===== src/rtl/regdump_pkg.sv =====
// Shared constants, state encodings and helpers for the register-file dump sequencer.
// The framed stream variant is enabled by defining REGDUMP_FRAMING_EN.
package regdump_pkg;

  localparam int NB_BYTE = 8;
  localparam logic [7:0] REGDUMP_HEADER = 8'hA5;

  typedef logic [2:0] state_t;

  localparam state_t S_IDLE = 3'd0;
  localparam state_t S_LOAD = 3'd1;
  localparam state_t S_SEND = 3'd2;
  localparam state_t S_HDR  = 3'd3;
  localparam state_t S_CSUM = 3'd4;
  localparam state_t S_DONE = 3'd5;

  function automatic int bytes_per_word(input int nb_reg);
    return nb_reg / NB_BYTE;
  endfunction

endpackage


===== src/rtl/regfile_dump_ctrl_serializer.sv =====
// Word-to-byte serializer: holds one register word and presents it MSB byte first,
// advancing one byte per accepted transfer and flagging the final byte of the word.
module word_byte_serializer #(
  parameter int NB_REG = 32
) (
  input  logic              clk,
  input  logic              reset,
  input  logic              load,
  input  logic [NB_REG-1:0] word,
  input  logic              accept,
  output logic [7:0]        tx_byte,
  output logic              last
);
  import regdump_pkg::*;

  localparam int N_BYTES = bytes_per_word(NB_REG);
  localparam int NB_CNT  = (N_BYTES > 1) ? $clog2(N_BYTES) : 1;

  logic [NB_REG-1:0] shift;
  logic [NB_CNT-1:0] byte_cnt;

  always_ff @(posedge clk) begin
    if (reset) begin
      shift    <= '0;
      byte_cnt <= '0;
    end else if (load) begin
      shift    <= word;
      byte_cnt <= '0;
    end else if (accept) begin
      shift    <= shift << NB_BYTE;
      byte_cnt <= byte_cnt + 1'b1;
    end
  end

  assign tx_byte = shift[NB_REG-1 -: NB_BYTE];
  assign last    = (byte_cnt == NB_CNT'(N_BYTES - 1));

endmodule


===== src/rtl/regfile_dump_ctrl.sv =====
// Debug-unit sequencer that streams every register, MSB byte first, over a valid/ready link.
// Define REGDUMP_FRAMING_EN to wrap the dump in an A5 header and an XOR checksum trailer.
//
// state | meaning
// IDLE  | waiting for i_start
// HDR   | sending the frame header byte (framing builds only)
// LOAD  | presenting reg_cnt on the debug port, capturing its data
// SEND  | streaming the bytes of the captured word
// CSUM  | sending the XOR of all data bytes (framing builds only)
// DONE  | one-cycle completion pulse
module regfile_dump_ctrl #(
  parameter int NB_REG  = 32,
  parameter int NB_ADDR = 5,
  parameter int N_REGS  = 32,
  parameter int NB_BYTE = 8
) (
  input  logic               i_clk,
  input  logic               i_reset,
  input  logic               i_start,
  output logic [NB_ADDR-1:0] o_dunit_addr,
  input  logic [NB_REG-1:0]  i_dunit_reg,
  output logic [NB_BYTE-1:0] o_tx_data,
  output logic               o_tx_valid,
  input  logic               i_tx_ready,
  output logic               o_busy,
  output logic               o_done
);
  import regdump_pkg::*;

  localparam logic [NB_ADDR:0] LAST_REG = (NB_ADDR + 1)'(N_REGS - 1);

  state_t             state;
  logic [NB_ADDR:0]   reg_cnt;
  logic               ser_load;
  logic               ser_accept;
  logic               ser_last;
  logic [NB_BYTE-1:0] ser_byte;

  assign ser_load   = (state == S_LOAD);
  assign ser_accept = (state == S_SEND) && i_tx_ready;

  word_byte_serializer #(.NB_REG(NB_REG)) u_serializer (
    .clk     (i_clk),
    .reset   (i_reset),
    .load    (ser_load),
    .word    (i_dunit_reg),
    .accept  (ser_accept),
    .tx_byte (ser_byte),
    .last    (ser_last)
  );

  always_ff @(posedge i_clk) begin
    if (i_reset) begin
      state   <= S_IDLE;
      reg_cnt <= '0;
    end else begin
      case (state)
        S_IDLE: begin
          if (i_start) begin
            reg_cnt <= '0;
`ifdef REGDUMP_FRAMING_EN
            state   <= S_HDR;
`else
            state   <= S_LOAD;
`endif
          end
        end
`ifdef REGDUMP_FRAMING_EN
        S_HDR:  if (i_tx_ready) state <= S_LOAD;
        S_CSUM: if (i_tx_ready) state <= S_DONE;
`endif
        S_LOAD: state <= S_SEND;
        S_SEND: begin
          if (ser_accept && ser_last) begin
            if (reg_cnt == LAST_REG) begin
`ifdef REGDUMP_FRAMING_EN
              state <= S_CSUM;
`else
              state <= S_DONE;
`endif
            end else begin
              reg_cnt <= reg_cnt + 1'b1;
              state   <= S_LOAD;
            end
          end
        end
        S_DONE:  state <= S_IDLE;
        default: state <= S_IDLE;
      endcase
    end
  end

`ifdef REGDUMP_FRAMING_EN
  logic [NB_BYTE-1:0] csum;

  always_ff @(posedge i_clk) begin
    if (i_reset) begin
      csum <= '0;
    end else if (state == S_IDLE && i_start) begin
      csum <= '0;
    end else if (ser_accept) begin
      csum <= csum ^ ser_byte;
    end
  end

  always_comb begin
    o_tx_data = ser_byte;
    if (state == S_HDR) begin
      o_tx_data = REGDUMP_HEADER;
    end else if (state == S_CSUM) begin
      o_tx_data = csum;
    end
  end

  assign o_tx_valid = (state == S_SEND) || (state == S_HDR) || (state == S_CSUM);
`else
  assign o_tx_data  = ser_byte;
  assign o_tx_valid = (state == S_SEND);
`endif

  // Moore outputs only: valid never looks at ready.
  assign o_dunit_addr = reg_cnt[NB_ADDR-1:0];
  assign o_busy       = (state != S_IDLE);
  assign o_done       = (state == S_DONE);

endmodule


===== config.mk =====
export PLATFORM = sky130hd
export DESIGN_NAME = regfile_dump_ctrl
export DESIGN_NICKNAME = d
export VERILOG_FILES = /design/src/rtl/regdump_pkg.sv /design/src/rtl/regfile_dump_ctrl_serializer.sv /design/src/rtl/regfile_dump_ctrl.sv
export SDC_FILE = /design/constraint.sdc
export NUM_CORES = 1
export LEC_CHECK = 0
export ABC_AREA = 1
export CORE_ASPECT_RATIO = 1.2
export CORE_UTILIZATION = 45
export DETAILED_ROUTE_END_ITERATION = 10
export PLACE_DENSITY = 0.74
export SLEW_MARGIN = 20
export SYNTH_ARGS = -nofsm -noshare
export SYNTH_HDL_FRONTEND = slang
export SYNTH_SLANG_ARGS = --single-unit

===== constraint.sdc =====
create_clock -name i_clk -period 1.13 [get_ports i_clk]
set_input_delay 0.339 -clock i_clk [delete_from_list [all_inputs] [get_ports i_clk]]
set_output_delay 0.339 -clock i_clk [all_outputs]
set_load 0.05 [all_outputs]

==> run summary, run 1 <==
status = complete, but fails checks
failing checks = negative setup slack
wirelength, routed = 7772 um
detailed placer's ending HPWL = 4090 um
Site Rows = 27
I/O pin count = 52
die area = 5313 um^2
largest net degree at the start of global routing = 17
# fillers = 249
Syn Std Cell Area = 2261 um^2
DR WL met3 = 433 um
Buf+Inv Stages, Crit Path = 6
Slew Viols, Final = 0
Reg clk slew, reported paths = 0.09 ns
Top Metal Used = met4
Final Skew = 0.01095 ns
Die W = 66.71 um
Initial Util = 0.4815
crit-path cells = buf_6 > inv_4 > buf_6 > nand3_4 > buf_6 > nand2_8 > inv_8 > buf_12 > nand2_1 > a21oi_2
Post-Syn Nets = 353
Syn Area/Cell = 7.178 um^2
family with the most delay on the worst path = buffers and inverters
DRC viols = 0
startpoint type of the worst setup path = flip-flop
Cells after Synth = 315
Final Worst Setup Slack = -0.4398 ns
max-cap viol count = 0
Layout area overhead = 71.78%
grt total ovfl = 0
CTS tree = done
cts hold-fix bufs = 0
wire length on met2 = 4158 um
Crit path top cell by count = buf_6
vias in the first global route = 2290
Pwr Total = 5.473 mW
Detailed Routing Iterations Pass 1 = 5
Setup Crit Path Kind = flip-flop to flip-flop
clk_lat worst skew = 0.30 ns
GPL Wtd Cong = 0.7930
Max Root-Sink Buffers = 2
relative slew slack = 0.6437
worst min path class = flip-flop to flip-flop
leakage = 1.595 nW
DRT iter0 DRCs = 198
Slowest cell on crit path = dfxtp_4
Tot GR Track Use = 0.2642
WL met1 = 2796 um
Tcrit/Tclk final = 1.389
commonest cells after routing, fill and taps aside = 65 x nand2_1, 35 x clkdlybuf4s50_1, 30 x inv_1
WHS = 0.4729 ns
CTS sink cnt = 43
Worst Path Required = 1.36 ns
Ant. Diodes = 0
final core occ = 0.8271
antenna viol nets, final = 0
critical path peak fanout = 6
Placeable Area = 4696 um^2
Seq/Total Area, Yosys = 0.3807
# setup viols final = 59
CP peak stage delay = 0.37 ns
final layout net count = 439
Vias/cell = 5.472
Synth Register Bits = 43
Syn. warnings = 0
Worst Path Arrival = 1.79 ns
Placed Instances = 430
H-tree Lvls = 2
drt wl/cell = 16.90 um
die height = 79.65 um
Unique masters post-synth = 28
endpoints failing hold = 0
Port Buffers = 51
RSZ-0062 raised after global routing = true
Worst setup EP type = flip-flop
maximum vdd ir drop = 1.057 mV
Vias = 2517
post-placement worst setup slack = -0.5401 ns
Root Driver = clkbuf_8
Worst Tran Pin Value = 0.5339 ns
initial antenna violation count = 0
fraction of layout cells with a size suffix above 1 = 0.4652
commonest non-fill, non-tap cell in the layout = nand2_1
first-pass GRT wire length = 10520 um
Max Freq = 637.0 MHz
Non-Filler Instances = 460
Final Critical Period = 1.570 ns
Pwr Density = 1409 nW/um^2
CTS buffer count = 5
synthesized netlist by cell type (all sizes together):
| master | number | share of area |
|---|---|---|
| nand2 | 91 | 0.16 |
| dfxtp | 43 | 0.38 |
| o21ai | 34 | 0.075 |
| inv | 33 | 0.056 |
| a21oi | 30 | 0.090 |
| nor2 | 30 | 0.060 |
| buf | 26 | 0.086 |
| nand4 | 11 | 0.030 |
| nand3 | 5 | 0.024 |
| clkbuf | 3 | 0.0050 |
| ha | 2 | 0.011 |
| nor3 | 2 | 0.0044 |
| a31oi | 1 | 0.0028 |
| clkinv | 1 | 0.0039 |
| nand3b | 1 | 0.0033 |
| o21bai | 1 | 0.0033 |
| or2 | 1 | 0.0028 |
area by class of cell:
cell class                 instances  area [um^2]  share of cell area
clock buffer                       8        100.1             0.02577
inverter                          34        152.6             0.03930
multi-input combinational        209         1334              0.3434
sequential                        43        892.1              0.2297
tap                               58        72.57             0.01869
timing repair buffer             108         1333              0.3431
where the power goes:
group          internal [mW]  leakage (nW)  total, mW  switching (mW)
Clock                  0.559        0.0515       1.10           0.541
Sequential              1.67         0.358       1.82           0.144
Combinational           1.27          1.19       2.56            1.29
Total                   3.50          1.60       5.47            1.97
flip-flops by register name (all words and copies together) (netlist names):
register               flops
reg_cnt                    6
state                      3
u_serializer.byte_cnt      2
u_serializer.shift        32
final timing paths:
kind | slack [ns] | startpoint | depth (start not counted) | to
max | -0.44 | state[2] | 10 | u_serializer.shift[18]
min | 0.47 | u_serializer.shift[19] | 2 | u_serializer.shift[19]
max reg2reg | -0.44 | state[2] | 10 | u_serializer.shift[18]
min reg2reg | 0.47 | u_serializer.shift[19] | 2 | u_serializer.shift[19]
timing repair:
| item | in CTS | in global routing |
|---|---|---|
| buffers inserted | 15 | 6 |
| pin swaps | 16 | 16 |
| gates cloned | 3 | 2 |
| endpoints found under the setup margin | 58 | 59 |
| resized for setup | 67 | 65 |
cell families after synthesis:
kind of cell,count (synthesis),synth area share
and+or+nand+nor,141,0.2861
AOI/OAI and AO/OA,66,0.1710
buffers and inverters,63,0.1511
DFF,43,0.3807
adders and majority gates,2,0.01107
per-layer routing:
layer | global-route usage | up-vias
met3 | 0.05143 | 45
li1 | - | 1168
met2 | 0.4697 | 146
met5 | 0 | -
met4 | 0.1447 | 0
met1 | 0.2862 | 1158
per-stage QoR:
stage,instance area [um^2],setup TNS (ns)
global placement,3166,-17.28
global route,3884,-15.96
CTS,3656,-12.37
finish,3884,-13.85
floorplan,2301,-5.769
detailed placement,3166,-19.24
tightest hold or removal path, stage by stage, from the launching register on:
cell and delay (ns):
dfxtp_1 0.32, nand2_1 0.07, a21oi_2 0.05
No activity file was read; power rests on OpenSTA's default activity.
==> inputs of run 2 (changes only) <==
- SETUP_SLACK_MARGIN: default -> 0.1
==> run 2 against run 1 <==
Against the previous run: the flow still finishes with violations (negative setup slack); routed wire length up 13%; core utilization up 1.2 points; clock power down 9%; final area up 1.4%; sequential share of layout area down 0.49 points; critical endpoint is now u_serializer.shift[12]; largest power group unchanged; highest routed layer unchanged.
==> run summary, run 2 (synthesis results as in run 1) <==
status = complete, but fails checks
failing checks = negative setup slack
final layout net count = 444 (+1.1%)
endpoints failing hold = 0 (unchanged)
Area after DPL = 3088 um^2 (-2.5%)
Placeable Area = 4696 um^2 (unchanged)
R2R setup slack = -0.47 ns (-0.03 ns)
grt total ovfl = 0 (unchanged)
H-tree Lvls = 2 (unchanged)
GPL Wtd Cong = 0.8055 (+1.6%)
drt wl/cell = 18.87 um (+12%)
worst min path class = flip-flop to flip-flop
hold depth = 2 (unchanged)
biggest regs = u_serializer.shift: 32 flops, reg_cnt: 6 flops, state: 3 flops
first-pass GRT wire length = 11840 um (+13%)
CTS tree = done
Ant. Diodes = 0 (unchanged)
family with the most delay on the worst path = buffers and inverters
DRC viols = 0 (unchanged)
RSZ-0062 raised after global routing = true
vias in the first global route = 2477 (+8.2%)
Most flops, register = u_serializer.shift
Slew Viols, Final = 0 (unchanged)
I/O pin count = 52 (unchanged)
Site Rows = 27 (unchanged)
detailed placer's ending HPWL = 3796 um (-7.2%)
# fillers = 241 (-3.2%)
wirelength, routed = 8773 um (+13%)
startpoint type of the worst setup path = flip-flop
relative slew slack = 0.6123 (-0.03140)
R2R Path End = u_serializer.shift[12]
FF-to-FF path depth = 9 (-1)
cts hold-fix bufs = 0 (unchanged)
Worst Hold Launch = u_serializer.shift[7]
CTS sink cnt = 43 (unchanged)
initial antenna violation count = 0 (unchanged)
maximum vdd ir drop = 0.8808 mV (-17%)
critical path peak fanout = 5 (-1)
Port Buffers = 51 (unchanged)
post-placement worst setup slack = -0.5308 ns (+0.009308 ns)
Reg clk slew, reported paths = 0.09 ns (about the same)
WHS Endpoint = u_serializer.shift[7]
Worst Path Required = 1.38 ns (+0.02 ns)
CP peak stage delay = 0.35 ns (-0.02 ns)
Vias = 2621 (+4.1%)
Root Driver = clkbuf_8
CTS buffer count = 5 (unchanged)
Detailed Routing Iterations Pass 1 = 5 (unchanged)
fraction of layout cells with a size suffix above 1 = 0.4570 (-0.008172)
largest net degree at the start of global routing = 29 (+12)
antenna viol nets, final = 0 (unchanged)
DRT iter0 DRCs = 170 (-14%)
Final Worst Setup Slack = -0.4690 ns (-0.02920 ns)
Final Skew = 0.01290 ns (+0.001956 ns)
Buf+Inv Stages, Crit Path = 5 (-1)
Setup Crit Path Kind = flip-flop to flip-flop
Pwr Density = 1420 nW/um^2 (+0.79%)
WHS = 0.4706 ns (-0.002305 ns)
Vias/cell = 5.637 (+3.0%)
Crit path top cell by count = buf_6
Max Root-Sink Buffers = 2 (unchanged)
max reg flops = 32 (unchanged)
post-route cell area = 3940 um^2 (+1.4%)
Tcrit/Tclk final = 1.415 (+0.02584)
register area = 885.9 um^2 (-0.70%)
Layout area overhead = 74.27%
commonest non-fill, non-tap cell in the layout = nand2_1
Die W = 66.71 um (unchanged)
Worst Path Arrival = 1.85 ns (+0.06 ns)
commonest cells after routing, fill and taps aside = 69 x nand2_1, 35 x clkdlybuf4s50_1, 30 x inv_1, 30 x buf_4, 27 x dfxtp_1
crit-path cells = buf_6 > inv_4 > buf_6 > nand3_4 > buf_12 > buf_16 > o21ai_4 > nand2_1 > a21oi_2
Worst Tran Pin Value = 0.5809 ns (+0.04705 ns)
max-cap viol count = 0 (unchanged)
area occupied by multi-input gates = 1286 um^2 (-3.6%)
leakage = 1.657 nW (+3.9%)
reg2reg start = state[2]
clk_lat worst skew = 0.31 ns (about the same)
# setup viols final = 59 (unchanged)
die area = 5313 um^2 (unchanged)
Tot GR Track Use = 0.3002 (+0.03598)
Final Critical Period = 1.599 ns (+0.02920 ns)
die height = 79.65 um (unchanged)
Slowest cell on crit path = dfxtp_2
Initial Util = 0.4815 (unchanged)
Worst setup EP type = flip-flop
Max Freq = 625.4 MHz (-1.8%)
run 2: cell types whose count changed in the layout (fill, tap and decap cells not counted), sizes merged:
cell / before / now
buf: 71 / 76
clkbuf: 10 / 7
clkinv: 1 / 4
run 2: cell type report:
type / instances / share of cell area
Multi-Input combinational cell: 209 / 0.3265
Sequential cell: 43 / 0.2248
Clock inverter: 3 / 0.003811
Clock buffer: 5 / 0.01747
Timing Repair Buffer: 113 / 0.3703
Tap cell: 58 / 0.01842
Inverter: 34 / 0.03874
run 2: layer usage:
layer | wire, um | global-route usage
met4 | 509 | 0.1638
met3 | 476 | 0.03571
met2 | 4593 | 0.5495
met1 | 3194 | 0.3257
met5 | 0 | 0
run 2: metrics by stage:
| step | utilization | TNS, ns | total power, mW | std cells |
|---|---|---|---|---|
| floorplan | - | -5.616 | 2.909 | 315 |
| global placement | 0.6576 | -17.37 | 3.566 | 423 |
| finish | 0.8391 | -17.80 | 5.596 | 465 |
| CTS | 0.7959 | -13.03 | 5.152 | 456 |
| detailed placement | 0.6576 | -18.54 | 3.593 | 423 |
| global route | 0.8391 | -20.12 | 5.771 | 465 |
run 2: how the worst max path moves through the flow:
stage	start	endpoint	cells past startpoint
floorplan	state[2]	u_serializer.shift[12]	9
detailed placement	i_tx_ready	reg_cnt[5]	8
CTS	state[2]	o_done	5
finish	state[2]	u_serializer.shift[12]	9
global placement	i_tx_ready	reg_cnt[1]	8
global route	state[0]	reg_cnt[5]	9
run 2: tightest hold or removal path: cells and delay by family (launching register included):
kind | cells | cell delay, ns
flip-flops | 1 | 0.32
AND/OR/NAND/NOR | 1 | 0.06
AO/OA/AOI/OAI | 1 | 0.05
run 2: where the power goes:
part	switching [mW]	internal [mW]
sequential	0.148	1.67
clock	0.578	0.425
combinational	1.37	1.41
total	2.09	3.50
run 2: what timing repair did:
item	CTS	global route
gates cloned	6	2
buffers inserted	19	7
hold endpoints to repair	0	0
gates resized for setup	90	29
pin swaps	29	12
endpoints found under the setup margin	59	59
